<file path="src/rtl/hazard_ctrl_if.sv">
// Control bundle between the ID/EX pipeline datapath and the hazard sequencer.
// master = pipeline side (drives decoded ID bits and stall/redirect), slave = sequencer.
interface hazard_ctrl_if #(
    parameter int CNT_W = 16
);
    logic             i_id_insn_vld;
    logic [4:0]       i_id_rs1_addr;
    logic [4:0]       i_id_rs2_addr;
    logic             i_id_use_rs1;
    logic             i_id_use_rs2;
    logic [4:0]       i_id_rd_addr;
    logic             i_id_rd_wren;
    logic             i_id_mem_rden;
    logic             i_ex_redirect;
    logic             i_mem_stall;
    logic             i_cnt_clr;
    logic             o_pc_en;
    logic             o_if_id_en;
    logic             o_if_id_flush;
    logic             o_id_ex_flush;
    logic             o_pipe_en;
    logic [1:0]       o_fwd_a_sel;
    logic [1:0]       o_fwd_b_sel;
    logic [CNT_W-1:0] o_stall_cnt;
    logic [CNT_W-1:0] o_flush_cnt;

    modport master (
        output i_id_insn_vld, i_id_rs1_addr, i_id_rs2_addr, i_id_use_rs1, i_id_use_rs2,
               i_id_rd_addr, i_id_rd_wren, i_id_mem_rden, i_ex_redirect, i_mem_stall, i_cnt_clr,
        input  o_pc_en, o_if_id_en, o_if_id_flush, o_id_ex_flush, o_pipe_en,
               o_fwd_a_sel, o_fwd_b_sel, o_stall_cnt, o_flush_cnt
    );

    modport slave (
        input  i_id_insn_vld, i_id_rs1_addr, i_id_rs2_addr, i_id_use_rs1, i_id_use_rs2,
               i_id_rd_addr, i_id_rd_wren, i_id_mem_rden, i_ex_redirect, i_mem_stall, i_cnt_clr,
        output o_pc_en, o_if_id_en, o_if_id_flush, o_id_ex_flush, o_pipe_en,
               o_fwd_a_sel, o_fwd_b_sel, o_stall_cnt, o_flush_cnt
    );
endinterface

</file>
<file path="src/rtl/hazard_ctrl.sv">
// 5-stage RV32I hazard sequencer: stall/flush enables, EX forwarding selects, perf counters.
// Zero-latency combinational decisions; i_mem_stall freezes everything (enables low, state held).
module hazard_ctrl #(
    parameter int CNT_W = 16
) (
    input  logic         i_clk,
    input  logic         i_rst_n,
    hazard_ctrl_if.slave bus
);
    typedef struct packed {
        logic [4:0] rd;
        logic       wren;
        logic       rden;
    } stage_t;

    typedef struct packed {
        stage_t     st;
        logic [4:0] rs1;
        logic [4:0] rs2;
        logic       use1;
        logic       use2;
    } ex_stage_t;

    ex_stage_t        r_ex;
    stage_t           r_mem;
    stage_t           r_wb;
    logic [CNT_W-1:0] r_stall_cnt;
    logic [CNT_W-1:0] r_flush_cnt;

    logic      w_load_use;
    logic      w_pc_en;
    logic      w_if_id_en;
    logic      w_if_id_flush;
    logic      w_id_ex_flush;
    logic      w_pipe_en;
    logic      w_inc_stall;
    logic      w_inc_flush;
    logic [1:0] w_fwd_a;
    logic [1:0] w_fwd_b;
    ex_stage_t w_ex_nxt;

    always_comb begin
        w_load_use = r_ex.st.rden && (r_ex.st.rd != 5'd0) && bus.i_id_insn_vld &&
                     ((bus.i_id_use_rs1 && (bus.i_id_rs1_addr == r_ex.st.rd)) ||
                      (bus.i_id_use_rs2 && (bus.i_id_rs2_addr == r_ex.st.rd)));
    end

    // A redirect kills the ID instruction, so its load-use hazard is moot.
    always_comb begin
        w_pc_en       = 1'b1;
        w_if_id_en    = 1'b1;
        w_if_id_flush = 1'b0;
        w_id_ex_flush = 1'b0;
        w_pipe_en     = 1'b1;
        w_inc_stall   = 1'b0;
        w_inc_flush   = 1'b0;
        if (bus.i_mem_stall) begin
            w_pc_en    = 1'b0;
            w_if_id_en = 1'b0;
            w_pipe_en  = 1'b0;
        end else if (bus.i_ex_redirect) begin
            w_if_id_flush = 1'b1;
            w_id_ex_flush = 1'b1;
            w_inc_flush   = 1'b1;
        end else if (w_load_use) begin
            w_pc_en       = 1'b0;
            w_if_id_en    = 1'b0;
            w_id_ex_flush = 1'b1;
            w_inc_stall   = 1'b1;
        end
    end

    always_comb begin
        w_fwd_a = 2'b00;
        w_fwd_b = 2'b00;
        if (r_mem.wren && (r_mem.rd != 5'd0) && r_ex.use1 && (r_mem.rd == r_ex.rs1))
            w_fwd_a = 2'b01;
        else if (r_wb.wren && (r_wb.rd != 5'd0) && r_ex.use1 && (r_wb.rd == r_ex.rs1))
            w_fwd_a = 2'b10;
        if (r_mem.wren && (r_mem.rd != 5'd0) && r_ex.use2 && (r_mem.rd == r_ex.rs2))
            w_fwd_b = 2'b01;
        else if (r_wb.wren && (r_wb.rd != 5'd0) && r_ex.use2 && (r_wb.rd == r_ex.rs2))
            w_fwd_b = 2'b10;
    end

    always_comb begin
        w_ex_nxt = '0;
        if (!w_id_ex_flush && bus.i_id_insn_vld) begin
            w_ex_nxt.st.rd   = bus.i_id_rd_addr;
            w_ex_nxt.st.wren = bus.i_id_rd_wren;
            w_ex_nxt.st.rden = bus.i_id_mem_rden;
            w_ex_nxt.rs1     = bus.i_id_rs1_addr;
            w_ex_nxt.rs2     = bus.i_id_rs2_addr;
            w_ex_nxt.use1    = bus.i_id_use_rs1;
            w_ex_nxt.use2    = bus.i_id_use_rs2;
        end
    end

    always_ff @(posedge i_clk or negedge i_rst_n) begin
        if (!i_rst_n) begin
            r_ex  <= '0;
            r_mem <= '0;
            r_wb  <= '0;
        end else if (!bus.i_mem_stall) begin
            r_wb  <= r_mem;
            r_mem <= r_ex.st;
            r_ex  <= w_ex_nxt;
        end
    end

    always_ff @(posedge i_clk or negedge i_rst_n) begin
        if (!i_rst_n) begin
            r_stall_cnt <= '0;
            r_flush_cnt <= '0;
        end else if (bus.i_cnt_clr) begin
            r_stall_cnt <= '0;
            r_flush_cnt <= '0;
        end else begin
            if (w_inc_stall && (r_stall_cnt != '1))
                r_stall_cnt <= r_stall_cnt + 1'b1;
            if (w_inc_flush && (r_flush_cnt != '1))
                r_flush_cnt <= r_flush_cnt + 1'b1;
        end
    end

    assign bus.o_pc_en       = w_pc_en;
    assign bus.o_if_id_en    = w_if_id_en;
    assign bus.o_if_id_flush = w_if_id_flush;
    assign bus.o_id_ex_flush = w_id_ex_flush;
    assign bus.o_pipe_en     = w_pipe_en;
    assign bus.o_fwd_a_sel   = w_fwd_a;
    assign bus.o_fwd_b_sel   = w_fwd_b;
    assign bus.o_stall_cnt   = r_stall_cnt;
    assign bus.o_flush_cnt   = r_flush_cnt;
endmodule
</file>
<file path="src/flat_wrapper.sv">
// flat-port wrapper written by rule: the top's interface ports become plain ports
module hazard_ctrl_flat 
#(
    parameter int CNT_W = 16
)
  (i_clk, i_rst_n, bus_i_id_insn_vld, bus_i_id_rs1_addr, bus_i_id_rs2_addr, bus_i_id_use_rs1, bus_i_id_use_rs2, bus_i_id_rd_addr, bus_i_id_rd_wren, bus_i_id_mem_rden, bus_i_ex_redirect, bus_i_mem_stall, bus_i_cnt_clr, bus_o_pc_en, bus_o_if_id_en, bus_o_if_id_flush, bus_o_id_ex_flush, bus_o_pipe_en, bus_o_fwd_a_sel, bus_o_fwd_b_sel, bus_o_stall_cnt, bus_o_flush_cnt);
  hazard_ctrl_if #(.CNT_W(CNT_W)) bus_i ();
  input  logic i_clk;
  input  logic i_rst_n;
  input wire logic [$bits(bus_i.i_id_insn_vld)-1:0] bus_i_id_insn_vld;
  input wire logic [$bits(bus_i.i_id_rs1_addr)-1:0] bus_i_id_rs1_addr;
  input wire logic [$bits(bus_i.i_id_rs2_addr)-1:0] bus_i_id_rs2_addr;
  input wire logic [$bits(bus_i.i_id_use_rs1)-1:0] bus_i_id_use_rs1;
  input wire logic [$bits(bus_i.i_id_use_rs2)-1:0] bus_i_id_use_rs2;
  input wire logic [$bits(bus_i.i_id_rd_addr)-1:0] bus_i_id_rd_addr;
  input wire logic [$bits(bus_i.i_id_rd_wren)-1:0] bus_i_id_rd_wren;
  input wire logic [$bits(bus_i.i_id_mem_rden)-1:0] bus_i_id_mem_rden;
  input wire logic [$bits(bus_i.i_ex_redirect)-1:0] bus_i_ex_redirect;
  input wire logic [$bits(bus_i.i_mem_stall)-1:0] bus_i_mem_stall;
  input wire logic [$bits(bus_i.i_cnt_clr)-1:0] bus_i_cnt_clr;
  output wire logic [$bits(bus_i.o_pc_en)-1:0] bus_o_pc_en;
  output wire logic [$bits(bus_i.o_if_id_en)-1:0] bus_o_if_id_en;
  output wire logic [$bits(bus_i.o_if_id_flush)-1:0] bus_o_if_id_flush;
  output wire logic [$bits(bus_i.o_id_ex_flush)-1:0] bus_o_id_ex_flush;
  output wire logic [$bits(bus_i.o_pipe_en)-1:0] bus_o_pipe_en;
  output wire logic [$bits(bus_i.o_fwd_a_sel)-1:0] bus_o_fwd_a_sel;
  output wire logic [$bits(bus_i.o_fwd_b_sel)-1:0] bus_o_fwd_b_sel;
  output wire logic [$bits(bus_i.o_stall_cnt)-1:0] bus_o_stall_cnt;
  output wire logic [$bits(bus_i.o_flush_cnt)-1:0] bus_o_flush_cnt;
  assign bus_i.i_id_insn_vld = bus_i_id_insn_vld;
  assign bus_i.i_id_rs1_addr = bus_i_id_rs1_addr;
  assign bus_i.i_id_rs2_addr = bus_i_id_rs2_addr;
  assign bus_i.i_id_use_rs1 = bus_i_id_use_rs1;
  assign bus_i.i_id_use_rs2 = bus_i_id_use_rs2;
  assign bus_i.i_id_rd_addr = bus_i_id_rd_addr;
  assign bus_i.i_id_rd_wren = bus_i_id_rd_wren;
  assign bus_i.i_id_mem_rden = bus_i_id_mem_rden;
  assign bus_i.i_ex_redirect = bus_i_ex_redirect;
  assign bus_i.i_mem_stall = bus_i_mem_stall;
  assign bus_i.i_cnt_clr = bus_i_cnt_clr;
  assign bus_o_pc_en = bus_i.o_pc_en;
  assign bus_o_if_id_en = bus_i.o_if_id_en;
  assign bus_o_if_id_flush = bus_i.o_if_id_flush;
  assign bus_o_id_ex_flush = bus_i.o_id_ex_flush;
  assign bus_o_pipe_en = bus_i.o_pipe_en;
  assign bus_o_fwd_a_sel = bus_i.o_fwd_a_sel;
  assign bus_o_fwd_b_sel = bus_i.o_fwd_b_sel;
  assign bus_o_stall_cnt = bus_i.o_stall_cnt;
  assign bus_o_flush_cnt = bus_i.o_flush_cnt;
  hazard_ctrl #(.CNT_W(CNT_W)) u_core (.i_clk(i_clk), .i_rst_n(i_rst_n), .bus(bus_i));
endmodule
</file>
<file path="config.mk">
export PLATFORM = sky130hd
export DESIGN_NAME = hazard_ctrl_flat
export DESIGN_NICKNAME = d
export VERILOG_FILES = /design/src/rtl/hazard_ctrl_if.sv /design/src/rtl/hazard_ctrl.sv /design/src/flat_wrapper.sv
export SDC_FILE = /design/constraint.sdc
export NUM_CORES = 1
export LEC_CHECK = 0
export BUFFER_PORTS_ARGS = -buffer_cell sky130_fd_sc_hd__buf_2
export CORE_MARGIN = 2
export CORE_UTILIZATION = 45
export DETAILED_ROUTE_END_ITERATION = 8
export GPL_ROUTABILITY_DRIVEN = 0
export HOLD_SLACK_MARGIN = 0.02
export PLACE_DENSITY = 0.67
export SYNTH_ARGS = -nofsm -noshare
export SYNTH_HDL_FRONTEND = slang
export SYNTH_SLANG_ARGS = --single-unit
</file>
<file path="constraint.sdc">
create_clock -name i_clk -period 2.36 [get_ports i_clk]
set_input_delay 0.118 -clock i_clk [delete_from_list [all_inputs] [get_ports i_clk]]
set_output_delay 0.118 -clock i_clk [all_outputs]
set_load 0.02 [all_outputs]
</file>
==> out/qor.csv, run 1 <==
stage,metric,value,unit
min_path,holdCritStartpoint,bus_i_id_rs1_addr[2],
yosys,yosys.area.top_type,dfrtp_1,
run,drv_cap,0,
setup_path,timing.rr.start,u_core.r_ex[15],
timing,worst_pin_slew,0.7945,ns
yosys,async_reset_ff_share,100.0,%
setup_path,critical_path_arrival,2.18,ns
finish,nNetsFinal,432,
power_and_ir_drop,irDropWorstVdd,0.0004586,V
setup_path,crit_type,reg -> out,
yosys,synth_nets,349,
power_and_ir_drop,swShare,25.46,%
power_and_ir_drop,internal-power,1881,µW
global_route,grt_max_degree,64,
min_path,min_path_cells,2,
run_status,run_status,"complete, no violations",
floorplan,row_count,31,
clock_tree,cts_tree,built,
clock_tree,cts-root-buf,clkbuf_8,
clock_tree,htreeDepth,3,
clock_tree,clock_latency,0.34,ns
finish,fillers,661,
yosys,synth_cell_types,47,
yosys,synth_most_common_cell,dfrtp_1,
power_and_ir_drop,clock_power_share,42.9,%
timing,slew_violations,0,
timing,layout_min_cycle_time,2.294,ns
yosys,synthFlopType,dfrtp_1,
global_route,grt_pass1_wl,13.41,mm
detailed_routing,via_count,2831,
detailed_routing,routed_wirelength,8.132,mm
global_route,grt_antenna_before_repair,0,
finish,syn2layout_area_growth,24.72,%
power_and_ir_drop,p_per_area,594.9,nW/µm²
clock_tree,clk_pin_slew,0.08,ns
yosys,ys_seq_area_share,46.36,%
finish,multi_input_area,1752,µm²
detailed_routing,viasPerCell,5.562,
setup_path,rrSetupSlack,0.26,ns
floorplan,start_util,46.64,%
min_path,min_to,u_core.r_ex[9],
timing,clock_skew,0.004750,ns
yosys,syn_area_per_cell,10.56,µm²
yosys,ys_ff_latch,63,
yosys,synthTopCellsByArea,"dfrtp_1, xnor2_1, mux2_2",
timing,timing.fmax,0.4359,GHz
timing,slew_headroom,47.03,%
yosys,synth_area,3401,µm²
placed_design,portBuffers,65,
floorplan,coreArea,7292,µm²
finish,regArea,1579,µm²
detailed_routing,drt_iter0_drc,137,
power_and_ir_drop,fin_total_pwr,2523,µW
timing,grt_setup_unrepaired,false,
timing,setup_viol,0,
finish,layout-drive-gt1-share,29.76,%
floorplan,chipHeight,90.93,µm
yosys,synth_edf_count,0,
finish,diodes,0,
power_and_ir_drop,p_leak,0.001908,µW
placed_design,hpwlAfterDp,5.655,mm
setup_path,crit_path_start_kind,register,
clock_tree,cts_buffers,9,
setup_path,rr_endpoint,u_core.bus.o_stall_cnt[14],
timing,period_share,97.21,%
setup_path,worst-r2r-cell-count,6,
setup_path,worstPathMaxFanout,5,
floorplan,dieArea,8268,µm²
floorplan,ios,66,
power_and_ir_drop,p_sw,642.4,µW
detailed_routing,antenna_left,0,
yosys,synthCells,322,
timing,finalHoldViolCount,0,
power_and_ir_drop,comb_power_share,10.8,%
floorplan,die_w,90.93,µm
global_route,globalRouteOverflowTotal,0,
global_route,grt_pass1_vias,2771,
timing,finalSetupTns,0,ns
global_route,grt.total_usage,20.09,%
clock_tree,cts_sinks,63,
detailed_routing,drc,0,
setup_path,required,2.24,ns
yosys,yosysTopAreaCellShare,46.36,%
setup_path,critPathCaptureType,output port,
power_and_ir_drop,p_seq_share,46.3,%
detailed_routing,drt_first_pass_iters,4,
clock_tree,clockBufferDepth,2,
min_path,hold_path_class,in -> reg,
detailed_routing,wl_per_cell,15.98,µm
yosys,ys_top_cells_by_count,"dfrtp_1, xnor2_1, nor2_1",
yosys,yosysWarnings,0,
==> state kept, by name, indices dropped and copies added, names as in the netlist <==
name / cells
u_core.r_ex: 19
u_core.r_wb: 6
u_core.r_mem: 6
u_core.bus.o_stall_cnt: 16
u_core.bus.o_flush_cnt: 16
==> cells in the final DEF, fill, tap and decap left out, drive strengths merged, types with 8 or more instances in the layout <==
cell type     n
nand4        13
xor2         10
dlygate4sd3  14
nand2        12
a21oi        14
nor2         24
buf          75
dfrtp        63
nand3        13
or4           8
clkbuf       10
nor3         10
nor2b         8
xnor2        33
o21ai         8
mux2         18
a22o         19
==> stage by stage <==
step | utilization, % | area [µm²] | std cells | setup slack, ns | hold slack (ns)
detailed placement | 52.40 | 3821 | 478 | 0.2265 | 0.3426
floorplan | - | 3401 | 322 | 0.1550 | -0.1776
finish | 58.17 | 4242 | 509 | 0.06590 | 0.03057
global placement | 52.40 | 3821 | 478 | 0.2762 | 0.3371
CTS | 57.74 | 4210 | 508 | 0.006382 | 0.02334
global route | 58.17 | 4242 | 509 | 0.006588 | 0.02598
==> worst max path at each step <==
stage	from	to	slack, ns	cells after the start
floorplan	u_core.r_ex[14]	bus_o_pc_en	0.16	6
global placement	u_core.r_ex[14]	bus_o_pc_en	0.28	5
detailed placement	u_core.r_ex[14]	bus_o_if_id_en	0.23	5
CTS	u_core.r_ex[14]	bus_o_if_id_en	0.006	5
global route	u_core.r_ex[14]	bus_o_id_ex_flush	0.007	5
finish	u_core.r_ex[14]	bus_o_id_ex_flush	0.07	5
==> area by class of cell <==
class	count	area share, %
tap	99	2.920
clock buffer	10	3.245
sequential	63	37.23
timing repair buffer	89	12.86
clock inverter	6	2.183
multi-input combinational	239	41.30
inverter	3	0.2655
==> worst max-delay path, cell delays in order (launching register included) <==
cell	delay, ns
dfrtp_2	0.44
or4_4	0.54
o21a_4	0.26
and2_4	0.18
a31o_2	0.25
buf_2	0.16
==> routing by layer <==
layer  track usage (%)  share of wire, %  vias to the layer above  wire [µm]
li1                  -                 -                     1364          -
met1             26.72                45                     1379       3630
met2             32.65                49                       82       4003
met3             6.058               5.3                        6        435
met4             4.167              0.77                        0         63
met5                 0                 0                        -          0
==> power groups by stage <==
stage                     registers, µW  logic, µW  clock network [µW]
final                              1170        272                1080
after detailed placement           1190        246                   0
after floorplan                    1180        162                   0
after global placement             1190        244                   0
after global routing               1170        299                1170
after CTS                          1170        268                1110
==> timing repair <==
action | 4_1_cts | 5_1_grt
gates resized for setup | 5 | 8
setup endpoints to repair | 3 | 4
pin swaps | 0 | 1
endpoints found under the hold margin | 76 | 0
setup buffers | 0 | 1
hold buffers | 14 | 0
==> kinds of logic (layout without fill, tap and decap cells) <==
kind of cell	count (synthesis)	count (layout)	share of synthesized area, %
and+or+nand+nor	112	112	18.32
AOI/OAI and AO/OA	63	63	13.87
muxes	19	19	6.475
DFF	63	63	46.36
xor gates and xnor gates	43	43	11.07
buffers and inverters	20	108	3.164
adders and majority gates	2	2	0.7357
Note: power is estimated with default switching activity, not from simulation.
==> run 2: changes to the inputs <==
- CORE_ASPECT_RATIO: not set -> 0.5
==> run 2 against run 1 <==
Cell count is 3.5% lower. Total power up 4.6%. First-iteration DRC count increased by 23%. Maximum frequency is 1.2% higher. Register-to-register slack worse by 0.05 ns. Clock-buffer cell count rose by 1. Critical path depth did not move. Via count shrank 1.3%.
==> out/qor.csv, run 2 (same netlist as run 1, synthesis figures left out) <==
stage,metric,value,unit,change
global_route,grt_antenna_before_repair,0,,unchanged
finish,largest_register_ffs,19,,unchanged
finish,final_cell_mix,"buf_2, dfrtp_1, xnor2_1",,unchanged
power_and_ir_drop,swShare,22.88,%,was 25.46%
detailed_routing,drc,0,,unchanged
floorplan,start_util,46.45,%,was 46.64%
global_route,grt_pass1_wl,13.64,mm,was 13.41 mm
clock_tree,cts_tree,built,,unchanged
timing,slew_violations,0,,unchanged
power_and_ir_drop,fin_total_pwr,2641,µW,was 2523 µW
finish,syn2layout_area_growth,21.30,%,was 24.72%
power_and_ir_drop,comb_power_share,9.5,%,was 10.8%
power_and_ir_drop,p_sw,604.2,µW,was 642.4 µW
setup_path,worstPathMaxFanout,9,,was 5
clock_tree,clk_pin_slew,0.05,ns,was 0.08 ns
power_and_ir_drop,clock_power_share,46.2,%,was 42.9%
detailed_routing,drt_iter0_drc,168,,was 137
power_and_ir_drop,internal-power,2037,µW,was 1881 µW
finish,regMostFlops,u_core.r_ex,,unchanged
setup_path,crit_type,reg -> out,,unchanged
power_and_ir_drop,p_per_area,640.1,nW/µm²,was 594.9 nW/µm²
floorplan,coreArea,7322,µm²,was 7292 µm²
finish,mostFrequentLayoutCell,buf_2,,unchanged
min_path,hold_path_class,in -> reg,,unchanged
placed_design,hpwlAfterDp,5.734,mm,was 5.655 mm
timing,worst_pin_slew,0.6799,ns,was 0.7945 ns
timing,slew_headroom,54.67,%,was 47.03%
finish,layout-drive-gt1-share,27.59,%,was 29.76%
power_and_ir_drop,irDropWorstVdd,0.0004479,V,was 0.0004586 V
setup_path,crit_path_start_kind,register,,unchanged
setup_path,critical_path_arrival,2.15,ns,was 2.18 ns
clock_tree,cts_buffers,9,,unchanged
run,drv_cap,0,,unchanged
setup_path,cp_slowest_cell,or4_1,,was or4_4
timing,timing.fmax,0.4410,GHz,was 0.4359 GHz
clock_tree,clock_latency,0.32,ns,was 0.34 ns
detailed_routing,antenna_left,0,,unchanged
finish,nNetsFinal,420,,was 432
floorplan,die_w,126.9,µm,was 90.93 µm
timing,clock_skew,0.005557,ns,was 0.004750 ns
finish,layout.cells.non_filler,491,,was 509
clock_tree,postCtsSetupRepairBufs,0,,unchanged
timing,finalSetupTns,0,ns,unchanged
timing,finalHoldViolCount,0,,unchanged
run_status,run_status,"complete, no violations",,unchanged
floorplan,dieArea,8311,µm²,was 8268 µm²
finish,diodes,0,,unchanged
setup_path,required,2.24,ns,about the same
floorplan,ios,66,,unchanged
setup_path,critPathCaptureType,output port,,unchanged
clock_tree,clockBufferDepth,2,,unchanged
floorplan,row_count,22,,was 31
detailed_routing,routed_wirelength,7.870,mm,was 8.132 mm
clock_tree,cts_sinks,63,,unchanged
placed_design,dp.cells,474,,was 478
setup_path,crit_chain,or4_1 -> o21a_4 -> and2_1 -> a31o_2 -> buf_2,,was or4_4 -> o21a_4 -> and2_4 -> a31o_2 -> buf_2
floorplan,chipHeight,65.47,µm,was 90.93 µm
clock_tree,htreeDepth,3,,unchanged
finish,fillers,654,,was 661
global_route,grt_pass1_vias,2849,,was 2771
clock_tree,cts-root-buf,clkbuf_16,,was clkbuf_8
power_and_ir_drop,p_seq_share,44.3,%,was 46.3%
timing,layout_min_cycle_time,2.268,ns,was 2.294 ns
timing,setup_viol,0,,unchanged
power_and_ir_drop,p_leak,0.001877,µW,was 0.001908 µW
detailed_routing,drt_first_pass_iters,4,,unchanged
placed_design,portBuffers,65,,unchanged
detailed_routing,via_count,2795,,was 2831
global_route,grt.total_usage,20.96,%,was 20.09%
setup_path,crit_path_max_incr_delay,0.55,ns,was 0.54 ns
detailed_routing,wl_per_cell,16.03,µm,was 15.98 µm
global_route,grt_max_degree,39,,was 64
timing,period_share,96.09,%,was 97.21%
global_route,globalRouteOverflowTotal,0,,unchanged
detailed_routing,viasPerCell,5.692,,was 5.562
[run 2: changes by cell type in the layout (fill, tap and decap cells not counted), moves of 2 or more]
cell | previous run | this run
clkbuf_1 | 0 | 2
buf_4 | 12 | 8
clkinvlp_4 | 2 | 0
clkbuf_16 | 0 | 9
dfrtp_2 | 2 | 0
dlygate4sd3_1 | 14 | 4
buf_2 | 63 | 65
dfrtp_1 | 61 | 63
clkbuf_8 | 10 | 0
[run 2: repair_timing]
item	4_1_cts	5_1_grt
endpoints found under the hold margin	30	0
setup endpoints to repair	3	3
gates resized for setup	1	1
hold buffers	4	0
[run 2: metal layers]
metal  global-route usage (%)  up-vias  share of wire [%]
met5                        0        -                  0
met1                    27.03     1385                 46
met4                    9.341        0                2.6
met2                    34.41       63                 48
met3                    4.642       18                4.2
li1                         -     1329                  -
[run 2: final cells by class]
class | instances | area, µm² | share of cell area, %
clock buffers | 11 | 232.7 | 5.641
clock inverters | 2 | 35.03 | 0.8493
inverters | 3 | 11.26 | 0.2730
multi-input cells | 239 | 1724 | 41.80
flip-flops and latches | 63 | 1577 | 38.22
well taps | 96 | 120.1 | 2.912
repair buffers | 77 | 425.4 | 10.31
[run 2: power groups by stage]
stage / Sequential (µW) / Combinational [µW] / Clock, µW
finish: 1170 / 250 / 1220
global route: 1180 / 279 / 1300
CTS: 1170 / 252 / 1250
detailed placement: 1190 / 245 / 0
global placement: 1190 / 239 / 0
floorplan: 1180 / 162 / 0
[run 2: path summary, 6_finish.rpt]
check                           depth (start not counted)                       from  slack [ns]                        end
min in group asynchronous                               2                    i_rst_n        0.34             u_core.r_wb[6]
worst min register to register                          1            u_core.r_ex[13]        0.51            u_core.r_mem[1]
worst max-delay path                                    5            u_core.r_ex[14]        0.09          bus_o_id_ex_flush
worst min-delay path                                    2        bus_i_id_rd_addr[4]        0.03            u_core.r_ex[18]
max in group asynchronous                               3                    i_rst_n        1.29  u_core.bus.o_flush_cnt[2]
worst max register to register                          6  u_core.bus.o_stall_cnt[0]        0.21  u_core.bus.o_stall_cnt[7]
[run 2: metrics by stage]
| stage | util [%] | cell area (µm²) | setup slack (ns) | hold slack [ns] |
|---|---|---|---|---|
| detailed placement | 52.03 | 3810 | 0.2150 | 0.1718 |
| global route | 56.34 | 4125 | -0.001355 | 0.02311 |
| global placement | 52.03 | 3810 | 0.3275 | 0.1689 |
| finish | 56.34 | 4125 | 0.09219 | 0.02754 |
| floorplan | - | 3401 | 0.1550 | -0.1776 |
| CTS | 56.25 | 4119 | 0.04115 | 0.02116 |
[run 2: worst max-delay path: cells and delay by family (launching register included)]
family	cells	cell delay, ns
buffers and inverters	1	0.15
flip-flops	1	0.42
AND/OR/NAND/NOR	2	0.75
AO/OA/AOI/OAI	2	0.50
==> run 3: changes to the inputs <==
- REMOVE_ABC_BUFFERS: not set -> 1
==> run 3 against run 2 <==
Register-to-register slack got worse by 0.07 ns. Clock-buffer cell count is 2 higher. Sequential power barely moved. Cell count increased by 1.2%. Hold slack hardly changed. Critical path depth did not move. Setup slack worse by 0.026 ns. Die area did not move. Total power rose by 6.2%. Via count up 0.89%. Flip-flop and latch count unchanged. Non-clock buffer count increased by 3. Critical path type unchanged. Critical endpoint unchanged.
==> out/qor.csv, run 3 (same netlist as run 1, synthesis figures left out) <==
stage,metric,value,unit,change
timing,layout_min_cycle_time,2.294,ns,was 2.268 ns
global_route,grt.total_usage,20.99,%,was 20.96%
min_path,holdCritStartpoint,bus_i_id_rd_addr[2],,was bus_i_id_rd_addr[4]
timing,worst_pin_slew,0.7662,ns,was 0.6799 ns
clock_tree,htreeDepth,3,,unchanged
finish,layout-drive-gt1-share,28.93,%,was 27.59%
power_and_ir_drop,p_leak,0.001921,µW,was 0.001877 µW
min_path,hold_path_class,in -> reg,,unchanged
detailed_routing,drt_iter0_drc,159,,was 168
setup_path,worst-path-buf-inv,1,,unchanged
global_route,globalRouteOverflowTotal,0,,unchanged
placed_design,portBuffers,65,,unchanged
clock_tree,cts-root-buf,clkbuf_16,,unchanged
floorplan,start_util,46.45,%,unchanged
setup_path,crit_chain,or4_1 -> o21a_4 -> and2_1 -> a31o_2 -> buf_2,,unchanged
floorplan,chipHeight,65.47,µm,unchanged
clock_tree,cts_buffers,9,,unchanged
setup_path,critPathCaptureType,output port,,unchanged
timing,setup_viol,0,,unchanged
timing,clock_skew,0.005067,ns,was 0.005557 ns
setup_path,crit_type,reg -> out,,unchanged
detailed_routing,wl_met1,3.897,mm,was 3.588 mm
finish,largest_register_ffs,19,,unchanged
detailed_routing,drt_first_pass_iters,4,,unchanged
finish,nNetsFinal,423,,was 420
floorplan,dieArea,8311,µm²,unchanged
setup_path,cp_slowest_cell,or4_1,,unchanged
detailed_routing,routed_wirelength,8.209,mm,was 7.870 mm
floorplan,ios,66,,unchanged
setup_path,crit_path_start_kind,register,,unchanged
finish,diodes,0,,unchanged
floorplan,row_count,22,,unchanged
timing,slew_violations,0,,unchanged
detailed_routing,top_layer_used,met4,,unchanged
finish,regMostFlops,u_core.r_ex,,unchanged
detailed_routing,antenna_left,0,,unchanged
setup_path,crit_path_max_incr_delay,0.56,ns,was 0.55 ns
clock_tree,clock_latency,0.34,ns,was 0.32 ns
power_and_ir_drop,fin_total_pwr,2806,µW,was 2641 µW
timing,finalHoldViolCount,0,,unchanged
global_route,grt_antenna_before_repair,0,,unchanged
floorplan,die_w,126.9,µm,unchanged
run,drv_cap,0,,unchanged
timing,slew_headroom,48.92,%,was 54.67%
timing,period_share,97.21,%,was 96.09%
floorplan,coreArea,7322,µm²,unchanged
detailed_routing,drc,0,,unchanged
timing,timing.fmax,0.4359,GHz,was 0.4410 GHz
finish,syn2layout_area_growth,24.21,%,was 21.30%
detailed_routing,wl_per_cell,16.52,µm,was 16.03 µm
setup_path,worstPathMaxFanout,5,,was 9
global_route,grt_max_degree,39,,unchanged
setup_path,critical_path_arrival,2.18,ns,was 2.15 ns
run_status,run_status,"complete, no violations",,unchanged
setup_path,critical-path-top-delay-family,simple AND/OR/NAND/NOR gates,,unchanged
placed_design,hpwlAfterDp,5.663,mm,was 5.734 mm
setup_path,required,2.24,ns,about the same
timing,grt_setup_unrepaired,false,,
detailed_routing,via_count,2820,,was 2795
clock_tree,cts_tree,built,,unchanged
finish,final_cell_mix,"buf_2, dfrtp_1, xnor2_1",,unchanged
clock_tree,clk_pin_slew,0.05,ns,about the same
clock_tree,cts_sinks,63,,unchanged
power_and_ir_drop,p_per_area,664.2,nW/µm²,was 640.1 nW/µm²
detailed_routing,viasPerCell,5.674,,was 5.692
power_and_ir_drop,irDropWorstVdd,0.0003036,V,was 0.0004479 V
detailed_routing,met2_length,3.771,mm,was 3.747 mm
finish,mostFrequentLayoutCell,buf_2,,unchanged
setup_path,startpoint,u_core.r_ex[14],,unchanged
setup_path,timing.rr.start,u_core.bus.o_stall_cnt[0],,unchanged
global_route,grt_pass1_wl,13.46,mm,was 13.64 mm
global_route,grt_pass1_vias,2766,,was 2849
detailed_routing,wl_met3,350,µm,was 332 µm
timing,finalSetupTns,0,ns,unchanged
clock_tree,clockBufferDepth,2,,unchanged
-- run 3: per-layer routing --
| layer | track usage [%] | vias to the layer above |
|---|---|---|
| met3 | 6.352 | 22 |
| met4 | 9.203 | 0 |
| li1 | - | 1347 |
| met5 | 0 | - |
| met2 | 32.93 | 80 |
| met1 | 27.23 | 1371 |
-- run 3: report_power, final --
part	switching (µW)	internal [µW]
Clock	474	900
Combinational	134	127
Sequential	52.6	1120
-- run 3: worst paths after layout --
path / end / cells after the start / slack (ns)
worst max-delay path: bus_o_id_ex_flush / 5 / 0.07
worst min-delay path: u_core.r_ex[16] / 2 / 0.03
worst max register to register: u_core.bus.o_stall_cnt[2] / 6 / 0.14
worst min register to register: u_core.r_ex[13] / 1 / 0.51
max in group asynchronous: u_core.r_ex[17] / 3 / 1.33
min in group asynchronous: u_core.bus.o_flush_cnt[1] / 2 / 0.39
-- run 3: layout make-up --
class                           count  area [µm²]
Timing Repair Buffer               80       473.0
Sequential cell                    63        1579
Inverter                            3       11.26
Tap cell                           96       120.1
Clock buffer                       13       270.3
Multi-Input combinational cell    239        1730
Fill cell                         640        3098
Clock inverter                      3       40.04
-- run 3: per-stage QoR --
step	hold slack [ns]	utilization [%]	cells	cell area (µm²)	worst slack [ns]
4_1_cts	0.02352	57.30	495	4195	0.02386
5_1_grt	0.03196	57.69	497	4224	0.007331
3_5_place_dp	0.2332	52.00	472	3807	0.1737
2_1_floorplan	-0.1776	-	305	3304	0.1082
3_3_place_gp	0.2220	52.00	472	3807	0.2644
6_report	0.02750	57.69	497	4224	0.06575
-- run 3: timing repair --
item,4_1_cts,5_1_grt
setup endpoints to repair,3,4
endpoints found under the hold margin,36,0
pin swaps,0,1
hold buffers,7,0
gates resized for setup,2,6
setup buffers,0,2
-- run 3: worst reg2reg max path, delay by kind of cell, from the launching register on --
family,cells,cell delay (ns)
and+or+nand+nor,3,0.75
DFF,1,0.43
AOI/OAI and AO/OA,1,0.38
muxes,1,0.33
adders and majority gates,1,0.21
